<file path="src/rtl/multi_pkg.sv">
// Shared constants and helpers for the multi_u16 shift-and-add multiplier.
package multi_pkg;

   localparam int unsigned WIDTH  = 32'd16;
   localparam int unsigned BPS    = 32'd4;
   localparam int unsigned NSTAGE = WIDTH / BPS;
   localparam int unsigned PW     = 32'd2 * WIDTH;
   localparam int unsigned LAT    = NSTAGE + 32'd1;

   // One partial product: the multiplicand zero-extended to the full
   // product width, shifted to the weight of multiplier bit 'shift',
   // and gated by that multiplier bit.
   function automatic logic [PW-1:0] gated_pp(
      input logic [WIDTH-1:0] a,
      input logic             b_bit,
      input int unsigned      shift
   );
      logic [PW-1:0] ext;
      ext      = {{WIDTH{1'b0}}, a};
      gated_pp = b_bit ? (ext << shift) : {PW{1'b0}};
   endfunction

endpackage

</file>
<file path="src/rtl/multi_stage.sv">
// One accumulate stage of the multiplier pipeline. Adds the BPS partial
// products selected by multiplier bits STAGE*BPS .. STAGE*BPS+BPS-1 to the
// incoming running sum and registers the sum together with both operands.
module multi_stage
   import multi_pkg::*;
#(
   parameter int unsigned STAGE = 32'd0
) (
   input  logic             sclk,
   input  logic             rst_n,
   input  logic [WIDTH-1:0] i_a,
   input  logic [WIDTH-1:0] i_b,
   input  logic [PW-1:0]    i_sum,
   output logic [WIDTH-1:0] o_a,
   output logic [WIDTH-1:0] o_b,
   output logic [PW-1:0]    o_sum
);

   logic [WIDTH-1:0] r_a;
   logic [WIDTH-1:0] r_b;
   logic [PW-1:0]    r_sum;

   // Adder chain: w_acc[j+1] = w_acc[j] + gated partial product for bit j.
   logic [PW-1:0] w_acc [0:BPS];

   assign w_acc[0] = i_sum;

   for (genvar j = 0; j < BPS; j++) begin : g_pp
      assign w_acc[j+1] = w_acc[j]
                        + gated_pp(i_a, i_b[STAGE*BPS + j], STAGE*BPS + j);
   end

   // Stage register: forward operands and the updated sum, cleared by reset.
   always_ff @(posedge sclk or negedge rst_n) begin
      if (!rst_n) begin
         r_a   <= {WIDTH{1'b0}};
         r_b   <= {WIDTH{1'b0}};
         r_sum <= {PW{1'b0}};
      end else begin
         r_a   <= i_a;
         r_b   <= i_b;
         r_sum <= w_acc[BPS];
      end
   end

   assign o_a   = r_a;
   assign o_b   = r_b;
   assign o_sum = r_sum;

endmodule

</file>
<file path="src/rtl/multi_u16.sv">
// Unsigned pipelined shift-and-add multiplier: an operand input register
// followed by NSTAGE accumulate stages. Accepts a new pair every cycle;
// the last stage's sum register is the product output.
module multi_u16
   import multi_pkg::*;
(
   input  logic             sclk,
   input  logic             rst_n,
   input  logic [WIDTH-1:0] in_a,
   input  logic [WIDTH-1:0] in_b,
   output logic [PW-1:0]    out_rlst
);

   logic [WIDTH-1:0] r_a;
   logic [WIDTH-1:0] r_b;

   // Inter-stage links; index 0 is the input register, index NSTAGE the last stage.
   logic [WIDTH-1:0] w_a   [0:NSTAGE];
   logic [WIDTH-1:0] w_b   [0:NSTAGE];
   logic [PW-1:0]    w_sum [0:NSTAGE];

   // Input register: capture the operand pair every cycle, cleared by reset.
   always_ff @(posedge sclk or negedge rst_n) begin
      if (!rst_n) begin
         r_a <= {WIDTH{1'b0}};
         r_b <= {WIDTH{1'b0}};
      end else begin
         r_a <= in_a;
         r_b <= in_b;
      end
   end

   assign w_a[0]   = r_a;
   assign w_b[0]   = r_b;
   assign w_sum[0] = {PW{1'b0}};

   for (genvar k = 0; k < NSTAGE; k++) begin : g_stage
      multi_stage #(
         .STAGE (k)
      ) u_stage (
         .sclk  (sclk),
         .rst_n (rst_n),
         .i_a   (w_a[k]),
         .i_b   (w_b[k]),
         .i_sum (w_sum[k]),
         .o_a   (w_a[k+1]),
         .o_b   (w_b[k+1]),
         .o_sum (w_sum[k+1])
      );
   end

   assign out_rlst = w_sum[NSTAGE];

   // The last stage forwards its operands like every other stage, but
   // nothing downstream consumes them.
   logic w_unused_ops;
   assign w_unused_ops = ^{w_a[NSTAGE], w_b[NSTAGE]};

endmodule

</file>
<file path="config.mk">
export PLATFORM = sky130hd
export DESIGN_NAME = multi_u16
export DESIGN_NICKNAME = d
export VERILOG_FILES = /design/src/rtl/multi_pkg.sv /design/src/rtl/multi_stage.sv /design/src/rtl/multi_u16.sv
export SDC_FILE = /design/constraint.sdc
export NUM_CORES = 1
export LEC_CHECK = 0
export BUFFER_PORTS_ARGS = -buffer_cell sky130_fd_sc_hd__buf_2
export CAP_MARGIN = 20
export CORE_UTILIZATION = 50
export DETAILED_ROUTE_END_ITERATION = 10
export HOLD_SLACK_MARGIN = 0.1
export PLACE_DENSITY = 0.76
export SETUP_SLACK_MARGIN = 0.2
export SYNTH_ARGS = -nofsm -noshare
export SYNTH_HDL_FRONTEND = slang
export SYNTH_SLANG_ARGS = --single-unit
</file>
<file path="constraint.sdc">
create_clock -name sclk -period 4.8 [get_ports sclk]
set_input_delay 0.96 -clock sclk [delete_from_list [all_inputs] [get_ports sclk]]
set_output_delay 0.96 -clock sclk [all_outputs]
set_load 0.005 [all_outputs]
</file>
==> results_dict.tcl <==
set metrics [dict create \
    status "completed" \
    post-route-cell-area_um2 16100 \
    cts_tree "yes" \
    route.detailed.drc 0 \
    crit_required_ps 5230 \
    netSwitchingPower_mw 3.50 \
    ys_seq_elements 211 \
    fp.coreArea_um2 28100 \
    n_antenna_cell 0 \
    grt_setup_unrepaired "no" \
    ys_seq_area_share_pct 36.6 \
    clkTransAtPathRegs_ps 60 \
    slew_headroom_pct 41.7 \
    vias 9027 \
    switching_share_pct 38.9 \
    synth_area_leaders "dfrtp_1 (37%), fa_1 (23%), and2_1 (8.8%)" \
    synth.top_cell.area_share_pct 36.6 \
    peakVddDrop_mv 0.326 \
    leakage_nw 8.16 \
    grt_usage_pct 18.5 \
    num_rows 61 \
    dpl_cell_area_um2 15200 \
    yosysMostFrequentCell "inv_1" \
    crit_start "g_stage[0].u_stage.o_b[7]" \
    synth_common_cells "inv_1 (234), dfrtp_1 (211), and2_1 (202)" \
    clkLatencyLatePin_ps 550 \
    cap_violations 0 \
    grt_max_degree 122 \
    hold_buffers 0 \
    via_per_inst 5.06 \
    drive_above_1_share_pct 8.53 \
    gp_congestion 0.836 \
    critPathLaunchType "register" \
    syn_area_per_cell_um2 11.0 \
    critPathCaptureType "register" \
    numCtsBuffers 24 \
    cp.arrival_ps 4820 \
    grt_overflow 0 \
    die_y_um 172 \
    synth_edf_count 0 \
    hold_path_class "reg -> reg" \
    wl_per_cell_um 14.1 \
    synth_top_flop_cell "dfrtp_1" \
    syn_nets 1615 \
    dp_hpwl_um 19500 \
    rr_endpoint "g_stage[1].u_stage.o_sum[24]" \
    grt_pass1_wl_um 44000 \
    pwr-share-seq_pct 27.3 \
    ioPinCount 66 \
    numClockSinks 211 \
    crit_type "reg -> reg" \
    io_buffers 65 \
    power.density_nw_per_um2 560 \
    yosys.area.top_type "dfrtp_1" \
    initial_utilization_pct 51.4 \
    combPwrFrac_pct 50.9 \
    wl_um 25100 \
    async_flop_share_pct 100 \
    r2r-start "g_stage[0].u_stage.o_b[7]" \
    power_mw 9.00 \
    yosysWarnings 0 \
    area_growth_pct 11.4 \
    fin_crit_ps 4390 \
    drt_iter0_drc 391 \
    first_pass_iters 5 \
    regToRegSetupSlack_ps 410 \
    antenna_left 0 \
    ys_types 54 \
    finalSetupViolCount 0 \
    antenna_found_initial 0 \
    internal_power_mw 5.50 \
    setup_tns_ps 0 \
    worstMarginPinSlew_ps 874 \
    utilization_pct 57.2 \
    synth_cells 1317 \
    max_freq_mhz 228 \
    critical_path.endpoint "g_stage[1].u_stage.o_sum[24]" \
    layout.nets 1688 \
    cts_buffer_depth 3 \
    syn-cell-area_um2 14400 \
    die_area_um2 29500 \
    period_share_pct 91.6 \
    die_w_um 172 \
    hold_viol 0 \
    slew_violations 0 \
    reg2reg_depth 13 \
    grt_pass1_vias 9694 \
    power_frac_clock_pct 21.8 \
    h-tree-depth 1 \
    ctsRootBufferMaster "clkbuf_16" \
    critPathMaxFanout 16 \
    final.setup_skew_ps 30.0 \
]
-- how the worst min path moves through the flow --
stage / from / endpoint / depth (start not counted)
finish: r_b[13] / g_stage[0].u_stage.o_b[13] / 0
global route: g_stage[1].u_stage.o_b[14] / g_stage[2].u_stage.o_b[14] / 0
CTS: r_b[13] / g_stage[0].u_stage.o_b[13] / 0
detailed placement: g_stage[1].u_stage.o_sum[0] / g_stage[2].u_stage.o_sum[0] / 0
global placement: g_stage[1].u_stage.o_b[15] / g_stage[2].u_stage.o_b[15] / 0
floorplan: r_b[10] / g_stage[0].u_stage.o_b[10] / 0
-- routing by layer --
| layer | global-route usage [%] | vias to the layer above | share of wire [%] |
|---|---|---|---|
| li1 | - | 4276 | - |
| met1 | 21.8 | 4501 | 42 |
| met2 | 34.4 | 190 | 52 |
| met3 | 2.68 | 60 | 3.4 |
| met4 | 6.08 | 0 | 3.1 |
| met5 | 0 | - | 0 |
-- state kept, by name, summed over array words and instances (netlist names) --
signal                 cells
r_a                       16
g_stage.u_stage.o_b       24
g_stage.u_stage.o_sum    107
g_stage.u_stage.o_a       48
r_b                       16
-- power groups by stage --
stage	logic [mW]	clock network (mW)	registers [mW]
CTS	4.58	2.01	2.47
finish	4.58	1.96	2.46
global placement	4.36	0	2.48
global route	5.22	2.09	2.52
detailed placement	4.53	0	2.50
floorplan	3.57	0	2.44
-- metrics by stage --
stage / cells / hold slack (ps) / setup WS, ps
global route: 1785 / 351 / 203
global placement: 1741 / 332 / 508
detailed placement: 1741 / 335 / 404
CTS: 1784 / 346 / 385
finish: 1785 / 343 / 405
floorplan: 1317 / 331 / 732
-- what timing repair did --
item	in CTS	in global routing
setup endpoints to repair	0	3
buffers inserted	0	1
gates resized for setup	0	2
-- cells by family after synthesis --
kind of cell	after synthesis	share of synthesized area, %
compound gates	160	7.63
fa+ha+maj	264	31.6
mux	1	0.0694
flops	211	36.6
buf+inv	256	6.68
xor+xnor	51	3.10
simple gates	374	14.3
-- worst max-delay path: stages, from the launching register on --
cell	delay, ps
dfrtp_1	520
and2_1	230
fa_1	500
fa_1	540
inv_1	50
fa_1	560
inv_1	60
ha_1	280
a21oi_1	160
nor2b_1	80
a311o_1	420
a211oi_1	450
a21oi_1	180
a31o_1	250
-- area by class of cell --
cell class	count	area (µm²)
Timing Repair Buffer	69	378
Inverter	234	878
Clock buffer	32	681
Clock inverter	11	186
Fill cell	2361	12000
Sequential cell	211	5280
Multi-Input combinational cell	850	8190
Tap cell	378	473
-- cell usage in the layout (no fill, tap or decap), types with 5 or more instances in the layout --
cell	instances
dfrtp_1	210
fa_1	167
o31ai_1	5
inv_1	234
nand2b_1	9
nand3_1	11
and2_1	202
a21o_1	24
nor2b_1	12
nand2_1	72
o21a_1	7
a21oi_1	47
nor3_1	15
clkbuf_8	5
xnor2_1	39
nor2_1	30
ha_1	97
and3_1	8
buf_2	64
a31oi_1	9
xor2_1	12
and4_1	5
o211ai_1	6
clkbuf_16	24
a211o_1	5
o21ai_0	20
Note: power is estimated with default switching activity, not from simulation.
